===== src/rtl/layer_ctrl.sv =====
// rtl/layer_ctrl.sv - command/data byte decoder producing RAM write strobes for the LED cube
module layer_ctrl (
    input  logic       clk_in,
    input  logic       rst_n_in,
    input  logic       dc_in,
    input  logic       byte_rdy_in,
    input  logic [7:0] byte_data_in,
    output logic [8:0] wr_en_out,
    output logic       wr_done_out,
    output logic [5:0] wr_addr_out,
    output logic [3:0] wr_byte_en_out
);

    localparam logic [1:0] ST_IDLE = 2'd0;
    localparam logic [1:0] ST_CONF = 2'd1;
    localparam logic [1:0] ST_ADDR = 2'd2;
    localparam logic [1:0] ST_DATA = 2'd3;

    localparam logic [10:0] CONF_LAST = 11'd3;
    localparam logic [10:0] ADDR_LAST = 11'd63;
    localparam logic [10:0] DATA_LAST = 11'd1535;

    logic [1:0]  state;
    logic [10:0] cnt;
    // DATA addressing is tracked as lane/led/layer sub-counters so that no
    // divide-by-192 or divide-by-3 logic is needed on the strobe path.
    logic [1:0]  lane;
    logic [5:0]  led;
    logic [2:0]  layer;
    logic        data_wr;

    assign data_wr = byte_rdy_in & dc_in;

    // Zero-latency decode of the current state and counter into the RAM write controls
    always_comb begin
        wr_en_out      = '0;
        wr_addr_out    = '0;
        wr_byte_en_out = '0;
        case (state)
            ST_CONF: begin
                wr_addr_out    = 6'd16;
                wr_byte_en_out = 4'b0001 << cnt[1:0];
                if (data_wr) wr_en_out = 9'h100;
            end
            ST_ADDR: begin
                wr_addr_out    = {2'b00, cnt[5:2]};
                wr_byte_en_out = 4'b0001 << cnt[1:0];
                if (data_wr) wr_en_out = 9'h100;
            end
            ST_DATA: begin
                wr_addr_out    = led;
                wr_byte_en_out = 4'b0001 << lane;
                if (data_wr) wr_en_out = 9'd1 << layer;
            end
            default: ;
        endcase
    end

    // Command decode, byte counting and the end-of-frame pulse
    always_ff @(posedge clk_in or negedge rst_n_in) begin
        if (!rst_n_in) begin
            state       <= ST_IDLE;
            cnt         <= '0;
            lane        <= '0;
            led         <= '0;
            layer       <= '0;
            wr_done_out <= 1'b0;
        end else begin
            wr_done_out <= 1'b0;
            if (byte_rdy_in) begin
                if (!dc_in) begin
                    cnt   <= '0;
                    lane  <= '0;
                    led   <= '0;
                    layer <= '0;
                    case (byte_data_in)
                        8'h2A:   state <= ST_CONF;
                        8'h2B:   state <= ST_ADDR;
                        8'h2C:   state <= ST_DATA;
                        default: state <= ST_IDLE;
                    endcase
                end else begin
                    case (state)
                        ST_CONF: begin
                            if (cnt == CONF_LAST) begin
                                state <= ST_IDLE;
                                cnt   <= '0;
                            end else begin
                                cnt <= cnt + 11'd1;
                            end
                        end
                        ST_ADDR: begin
                            if (cnt == ADDR_LAST) begin
                                state <= ST_IDLE;
                                cnt   <= '0;
                            end else begin
                                cnt <= cnt + 11'd1;
                            end
                        end
                        ST_DATA: begin
                            if (cnt == DATA_LAST) begin
                                state       <= ST_IDLE;
                                cnt         <= '0;
                                lane        <= '0;
                                led         <= '0;
                                layer       <= '0;
                                wr_done_out <= 1'b1;
                            end else begin
                                cnt <= cnt + 11'd1;
                                if (lane == 2'd2) begin
                                    lane <= '0;
                                    if (led == 6'd63) begin
                                        led   <= '0;
                                        layer <= layer + 3'd1;
                                    end else begin
                                        led <= led + 6'd1;
                                    end
                                end else begin
                                    lane <= lane + 2'd1;
                                end
                            end
                        end
                        default: ;
                    endcase
                end
            end
        end
    end

endmodule


===== config.mk =====
export PLATFORM = sky130hd
export DESIGN_NAME = layer_ctrl
export DESIGN_NICKNAME = d
export VERILOG_FILES = /design/src/rtl/layer_ctrl.sv
export SDC_FILE = /design/constraint.sdc
export NUM_CORES = 1
export LEC_CHECK = 0
export BUFFER_PORTS_ARGS = -buffer_cell sky130_fd_sc_hd__buf_2
export CORE_MARGIN = 2
export CORE_UTILIZATION = 43
export CTS_BUF_LIST = sky130_fd_sc_hd__clkbuf_2 sky130_fd_sc_hd__clkbuf_4 sky130_fd_sc_hd__clkbuf_8
export DETAILED_ROUTE_END_ITERATION = 10
export MAX_ROUTING_LAYER = met4
export SYNTH_ARGS = -nofsm -noshare
export SYNTH_HDL_FRONTEND = slang
export SYNTH_SLANG_ARGS = --single-unit

===== constraint.sdc =====
create_clock -name clk_in -period 5.88 [get_ports clk_in]
set_input_delay 1.176 -clock clk_in [delete_from_list [all_inputs] [get_ports clk_in]]
set_output_delay 1.176 -clock clk_in [all_outputs]
set_load 0.05 [all_outputs]

==> summary.txt, run 1 <==
H-tree depth = 1
Post-Synth Simple-Gate Area = 0.286
sequential share of the synthesized area = 0.335
Worst Tran Pin Value = 1.04 ns
mux cell area share after synthesis = 0.0161
clock latency on the worst-skew pair = 0.27 ns
Avg Cell Area, Syn = 8.72 um^2
Die W = 69.9 um
Crit path required time = 4.70 ns
area grow syn2layout = 12.3%
Vias/cell = 5.80
Clock Power Share = 0.328
yosys warns = 0
prevailing post-synth register cell = dfrtp_1
die height = 69.9 um
Post-Synthesis Cells = 214
type of the worst setup path = flop to primary output
GRT Total Usage = 0.206
Final min period = 3.79 ns
period utilization = 0.644
compound-cell area share of the yosys netlist = 0.225
Antenna Nets Post-Route = 0
drt pass-1 iters = 4
Seq cells post-synth = 25
final setup fails = 0
cts repair resizes = 0
final setup margin = 2.09 ns
num rows = 23
top cells by area, synth = dfrtp_1 34%, ha_1 8.7%, nand2_1 4.2%, nor2_1 3.8%, nand3_1 3.8%
hpwl dp = 3.32 mm
Fillers = 392
number of remaining DRC errors = 0
leakage = 0.000907 uW
Clock Tree Root = clkbuf_8
status = completed
via count = 1699
main combinational cell family by area after synthesis = simple AND/OR/NAND/NOR gates
Max-cap violations = 0
clk slew on worst S/H paths = 0.09 ns
Clock Sinks = 25
final setup TNS = 0 ns
Initial Util = 0.457
final wirelength = 4.59 mm
port bufs = 31
asr flop ratio synth = 1.00
Pwr Total = 326 uW
hold_buf cts = 0
internal power = 237 uW
RSZ-0062 raised after global routing = no
largest net degree at the start of global routing = 26
First DRT Iteration DRCs = 118
number of global-route vias before repair = 1677
peak supply drop = 0.0000752 V
Hold Crit Class = flop to flop
CP Capture Type = primary output
placer's final routability congestion estimate = 0.812
post-place setup slack = 2.29 ns
first-pass GRT wire length = 8.08 mm
CTS tree = built
initial antenna violation count = 0
Max FO, Critical Path = 23
fin nets = 269
Yosys top cell by area = dfrtp_1
Final Skew = 0.00644 ns
adder-cell share of the synthesized area = 0.0871
Reg power frac = 0.557
FMAX = 264 MHz
Final Hold Viols = 0
sw frac = 0.274
max-slew violation count = 0
CP arrival = 2.61 ns
total congestion overflow = 0
Post-synth EDFFs = 0
CORE AREA = 4090 um^2
post-synthesis net count = 239
relative slew slack = 0.299
Inserted Diodes = 0
routed len/inst = 15.7 um
P per Cell Area = 156 nW/um^2
crit start category = flop
Post-Synth XOR/XNOR Area = 0.00938
NetSw = 89.4 uW
layout cell share with drive strength beyond 1 = 0.181
clock buffer depth = 2
number of setup buffers added after CTS = 0
cell area after synthesis = 1870 um^2
combinational power share = 0.114
num ports = 32
Num CTS Buffers = 3
share of the synthesized area in the top cell type = 0.335
die area = 4880 um^2
hold slack = 0.508 ns
Cell variety after synth = 48
==> sequential cells by signal, indices dropped and copies added, names as in the netlist <==
name         cells
lane             2
led              6
cnt             11
wr_done_out      1
layer            3
state            2
==> cell families (layout without fill, tap and decap cells) <==
| logic type | Yosys count | after routing |
|---|---|---|
| AND/OR/NAND/NOR | 96 | 96 |
| AO/OA/AOI/OAI | 57 | 57 |
| flip-flops | 25 | 25 |
| buffers and inverters | 18 | 47 |
| adder cells (fa/ha/maj) | 13 | 13 |
| multiplexers | 3 | 3 |
| XOR/XNOR | 2 | 2 |
==> worst paths after layout <==
check	from	endpoint	slack, ns	cells after the start
worst min register to register	led[5]	led[5]	0.51	1
min in group asynchronous	rst_n_in	cnt[7]	0.89	1
worst max-delay path	state[1]	wr_en_out[4]	2.09	5
worst min-delay path	led[5]	led[5]	0.51	1
worst max register to register	state[1]	cnt[8]	3.32	6
max in group asynchronous	rst_n_in	led[3]	4.60	1
==> synthesized netlist by cell type, types with 3 or more instances <==
cell      instances
a22oi_1           5
o21ai_0          13
ha_1             13
clkbuf_1          4
and3_1            8
inv_1            12
and2_1            5
a21oi_1           8
o31ai_1           4
nand2b_1          4
nor3b_1           3
nand3_1          14
nor2_1           19
mux2i_1           3
dfrtp_1          25
o41ai_1           5
nand2_1          21
o21ai_1           4
nor3_1            3
==> final cells by class <==
type,instances,area [um^2],area share
Multi-Input combinational cell,171,1160,0.554
Sequential cell,25,626,0.298
Timing Repair Buffer,31,155,0.0740
Tap cell,50,62.6,0.0298
Inverter,12,45.0,0.0215
Clock buffer,3,41.3,0.0197
Clock inverter,1,5.00,0.00239
==> worst max-delay path: stages, from the launching register on <==
cell and delay, ns:
dfrtp_1 0.44, ha_1 0.69, nand2_1 0.20, nor3b_1 0.52
and3_1 0.23, buf_2 0.26
==> stage by stage <==
step / cells / utilization / cell area [um^2]
3_3_place_gp: 289 / 0.502 / 2050
6_report: 293 / 0.513 / 2100
2_1_floorplan: 214 / - / 1870
3_5_place_dp: 289 / 0.502 / 2050
5_1_grt: 293 / 0.513 / 2100
4_1_cts: 293 / 0.513 / 2100
==> power groups by stage <==
| stage | registers [uW] | logic [uW] | clock network, uW |
|---|---|---|---|
| after global routing | 183 | 43.4 | 117 |
| after floorplan | 183 | 22.8 | 0 |
| after global placement | 185 | 37.1 | 0 |
| final | 182 | 37.3 | 107 |
| after detailed placement | 185 | 37.6 | 0 |
| after CTS | 181 | 37.7 | 110 |
==> cell usage in the layout (no fill, tap or decap), types with 4 or more instances in the layout <==
master	count
a21oi_1	8
a22oi_1	5
and2_1	5
and3_1	8
buf_2	31
dfrtp_1	25
ha_1	13
inv_1	12
nand2_1	21
nand2b_1	4
nand3_1	14
nor2_1	19
o21ai_0	13
o21ai_1	4
o31ai_1	4
o41ai_1	5
==> layer usage <==
layer,up-vias,routed length [um],GRT usage
met4,0,24,0.0556
met1,804,2400,0.302
met3,2,185,0.0231
li1,857,-,-
met5,-,0,-
met2,36,1980,0.301
Note: power is estimated with default switching activity, not from simulation.
==> run 2: changes to the inputs <==
==> constraint.sdc (replaced) <==
create_clock -name clk_in -period 3.54 [get_ports clk_in]
set_input_delay 0.708 -clock clk_in [delete_from_list [all_inputs] [get_ports clk_in]]
set_output_delay 0.708 -clock clk_in [all_outputs]
set_load 0.05 [all_outputs]
==> run 2 against run 1 <==
Compared with the run above: sequential power is 65% higher; critical path depth did not move; combinational power rose by 67%; critical endpoint is now wr_en_out[2]; largest cell class unchanged; highest routed layer unchanged.
==> summary.txt, run 2 (synthesized netlist as in run 1, its figures left out) <==
RSZ-0062 raised after global routing = no
number of setup buffers added after CTS = 0
status = completed
layout cell share with drive strength beyond 1 = 0.188
Die W = 69.9 um
largest net degree at the start of global routing = 26
final setup TNS = 0 ns
CP Cell Sequence = inv_1 -> ha_1 -> nor3b_1 -> and3_1 -> buf_2
WP buf/inv = 2
final instance area = 2110 um^2
type of the worst setup path = flop to primary output
hold slack = 0.424 ns
clk slew on worst S/H paths = 0.09 ns
number of remaining DRC errors = 0
clock latency on the worst-skew pair = 0.27 ns
Reg2Reg Depth = 6
CTS tree = built
Largest register FFs = 11
FMAX = 360 MHz
worst setup path start = state[1]
crit start category = flop
drt pass-1 iters = 4
area grow syn2layout = 13.1%
placer's final routability congestion estimate = 0.807
final core utilization = 0.517
num rows = 23
H-tree depth = 1
Antenna Nets Post-Route = 0
Worst Tran Pin Value = 0.641 ns
hold_buf cts = 0
total congestion overflow = 0
CP arrival = 2.07 ns
commonest non-fill, non-tap cell in the layout = buf_2
relative slew slack = 0.572
most frequent cells in the layout = 31 x buf_2, 25 x dfrtp_1, 21 x nand2_1
Most flops, register = cnt
Final min period = 2.78 ns
CP Capture Type = primary output
final wirelength = 4.46 mm
DP Area = 2070 um^2
via count = 1713
Critical Path Max Stage Delay = 0.49 ns
period utilization = 0.785
number of global-route vias before repair = 1601
CP max stage cell = nor3b_1
Inserted Diodes = 0
GRT Total Usage = 0.195
fin nets = 271
Max-cap violations = 0
Num CTS Buffers = 3
Clock Sinks = 25
die height = 69.9 um
P per Cell Area = 255 nW/um^2
Worst setup endpoint = wr_en_out[2]
top cell family by delay on the critical path = simple AND/OR/NAND/NOR gates
first-pass GRT wire length = 7.65 mm
routed len/inst = 15.1 um
Vias/cell = 5.81
num ports = 32
peak supply drop = 0.000151 V
final setup fails = 0
placed insts = 291
port bufs = 31
CORE AREA = 4090 um^2
Largest regs = cnt: 11 flops, led: 6 flops, layer: 3 flops
hpwl dp = 3.33 mm
Initial Util = 0.457
RR Endpoint = cnt[7]
First DRT Iteration DRCs = 119
r2r setup slk = 1.27 ns
Final Skew = 0.00266 ns
clock buffer depth = 2
Finished Layout Cells = 295
r2r startpoint = cnt[0]
Levels on crit path = 5
Max FO, Critical Path = 7
leakage = 0.000917 uW
die area = 4880 um^2
initial antenna violation count = 0
Crit path required time = 2.83 ns
Final Hold Viols = 0
cts repair resizes = 0
Clock Tree Root = clkbuf_8
max-slew violation count = 0
Hold Crit Class = input port to async pin
[run 2: worst reg2reg max path, cell delays in order, from the launching register on]
cell and delay, ns:
dfrtp_1 0.49, ha_1 0.29, or4b_1 0.24, nor4_4 0.05, a211oi_2 0.59, nand2_2 0.23, o311ai_2 0.29
[run 2: through the flow]
stage                     worst slack (ns)  total power, uW
after floorplan                      0.786              342
after global placement               0.987              369
after detailed placement             0.928              369
after CTS                            0.741              547
after global routing                 0.512              563
final                                0.761              538
[run 2: worst min-delay path by stage]
stage,start,to,slack (ns)
after floorplan,rst_n_in,cnt[0],0.41
after global placement,led[5],led[5],0.50
after detailed placement,led[5],led[5],0.49
after CTS,rst_n_in,cnt[10],0.46
after global routing,rst_n_in,cnt[8],0.48
final,rst_n_in,cnt[10],0.42
[run 2: cell type report]
cell class	count	area (um^2)
multi-input cells	171	1160
fillers	401	1970
clock buffers	3	41.3
clock inverters	1	5.00
well taps	50	62.6
repair buffers	33	170
flip-flops and latches	25	626
inverters	12	45.0
[run 2: layer usage]
metal	GRT usage	wire length, um
met5	-	0
met4	0.0556	34
met3	0.0231	238
met2	0.298	1940
met1	0.274	2240
[run 2: power breakdown]
group / internal [uW] / switching, uW / leakage, uW / total [uW]
clock network: 78.9 / 96.2 / 0.0000255 / 175
logic: 22.6 / 39.6 / 0.000547 / 62.2
registers: 292 / 8.90 / 0.000345 / 301
==> run 3: changes to the inputs <==
==> constraint.sdc (replaced) <==
create_clock -name clk_in -period 2.8 [get_ports clk_in]
set_input_delay 0.56 -clock clk_in [delete_from_list [all_inputs] [get_ports clk_in]]
set_output_delay 0.56 -clock clk_in [all_outputs]
set_load 0.05 [all_outputs]
==> run 3 against run 2 <==
Compared with the run above: sequential share of layout area down 0.21 points; clock power up 29%; via count up 0.58%; clock skew up 0.0011 ns; final cell count up 0.34%; design area up 0.71%; setup slack worse by 0.47 ns; routed wire length up 2.4%; sequential cell count unchanged; sequential power up 27%; largest cell class unchanged; highest routed layer unchanged.
==> summary.txt, run 3 (synthesized netlist as in run 1, its figures left out) <==
CORE AREA = 4090 um^2
met1 Use GR = 0.286
Num CTS Buffers = 3
Reg2Reg Depth = 6
final core utilization = 0.521
Most flops, register = cnt
number of remaining DRC errors = 0
met3 track demand over resource = 0.0260
Final Hold Viols = 0
number of global-route vias before repair = 1632
H-tree depth = 1
Clock Tree Root = clkbuf_8
internal power = 512 uW
via count = 1723
port bufs = 31
status = completed
GRT Total Usage = 0.199
Largest regs = cnt: 11 flops, led: 6 flops, layer: 3 flops
Final min period = 2.50 ns
period utilization = 0.895
die height = 69.9 um
met2 Use GR = 0.289
Largest register FFs = 11
combinational power share = 0.119
peak supply drop = 0.000213 V
hpwl dp = 3.40 mm
initial antenna violation count = 0
Clock Sinks = 25
RR Endpoint = cnt[7]
Max FO, Critical Path = 8
NetSw = 177 uW
CP arrival = 1.94 ns
final setup fails = 0
Crit path required time = 2.24 ns
r2r startpoint = state[1]
Inserted Diodes = 0
placer's final routability congestion estimate = 0.813
largest net degree at the start of global routing = 26
Vias/cell = 5.82
type of the worst setup path = flop to primary output
CP max stage cell = dfrtp_1
fin nets = 272
Clock Power Share = 0.328
P per Cell Area = 324 nW/um^2
crit start category = flop
Die W = 69.9 um
first-pass GRT wire length = 7.82 mm
Initial Util = 0.457
Reg power frac = 0.553
num ports = 32
drt pass-1 iters = 4
final setup TNS = 0 ns
Critical Path Max Stage Delay = 0.44 ns
layout cell share with drive strength beyond 1 = 0.195
clock latency on the worst-skew pair = 0.27 ns
total congestion overflow = 0
Final Skew = 0.00374 ns
routed len/inst = 15.4 um
CTS tree = built
area grow syn2layout = 13.9%
die area = 4880 um^2
register area = 626 um^2
Max-cap violations = 0
r2r setup slk = 0.48 ns
max-slew violation count = 0
clk slew on worst S/H paths = 0.09 ns
FMAX = 399 MHz
Worst Tran Pin Value = 0.654 ns
CP Capture Type = primary output
GR peak layer = met2
sw frac = 0.257
RSZ-0062 raised after global routing = no
Hold Crit Class = input port to async pin
leakage = 0.000924 uW
num rows = 23
area taken by multi-input logic gates = 1170 um^2
relative slew slack = 0.563
First DRT Iteration DRCs = 92
Antenna Nets Post-Route = 0
commonest non-fill, non-tap cell in the layout = buf_2
most frequent cells in the layout = 31 x buf_2, 25 x dfrtp_1, 21 x nand2_1
clock buffer depth = 2
number of setup buffers added after CTS = 0
Fillers = 395
final wirelength = 4.57 mm
CP Cell Sequence = ha_1 -> nand2_1 -> nor3b_2 -> and3_1 -> buf_2
==> run 3: cell types whose count changed in the layout (fill, tap and decap cells not counted) <==
cell	change
clkbuf_4	+1
nor3b_2	+1
buf_4	+1
nor3b_1	-1
clkinv_2	-1
==> run 3: what timing repair did <==
item | 4_1_cts | 5_1_grt
hold buffers | 0 | 0
gates resized for setup | 0 | 1
setup endpoints to repair | 0 | 7
==> run 3: worst max-delay path by stage <==
stage	slack (ns)	cells past startpoint	startpoint	endpoint
3_5_place_dp	0.41	5	state[1]	wr_en_out[0]
2_1_floorplan	0.19	5	state[1]	wr_byte_en_out[3]
5_1_grt	0.11	5	state[1]	wr_en_out[0]
6_report	0.30	5	state[1]	wr_en_out[0]
3_3_place_gp	0.52	5	state[0]	wr_en_out[0]
4_1_cts	0.11	5	state[1]	wr_en_out[0]
==> run 3: layout make-up <==
| cell class | count | share of cell area |
|---|---|---|
| Multi-Input combinational cell | 171 | 0.549 |
| Sequential cell | 25 | 0.294 |
| Timing Repair Buffer | 34 | 0.0835 |
| Tap cell | 50 | 0.0294 |
| Clock buffer | 4 | 0.0229 |
| Inverter | 12 | 0.0212 |
==> run 3: stage by stage <==
step	worst slack [ns]	total power (uW)	instance area, um^2	instances	hold WS [ns]
finish	0.295	689	2130	296	0.286
global route	0.107	724	2130	296	0.343
CTS	0.114	699	2120	296	0.310
detailed placement	0.414	471	2070	292	0.493
global placement	0.516	471	2070	292	0.491
floorplan	0.194	433	1870	214	0.264
==> run 3: power by group through the flow <==
stage	registers (uW)	logic, uW	clock network [uW]
2_1_floorplan	385	47.9	0
3_3_place_gp	388	82.9	0
3_5_place_dp	388	82.5	0
4_1_cts	381	82.9	235
5_1_grt	383	93.1	248
6_report	381	82.1	226
==> run 3: layer usage <==
metal	up-vias	wire length (um)
li1	858	-
met1	809	2280
met2	54	1990
met3	2	276
met4	0	24
met5	-	0
==> run 3: worst max-delay path, delay by kind of cell, from the launching register on <==
family	cells	cell delay (ns)
adder cells (fa/ha/maj)	1	0.32
buffers and inverters	1	0.26
flip-flops	1	0.44
AND/OR/NAND/NOR	3	0.67
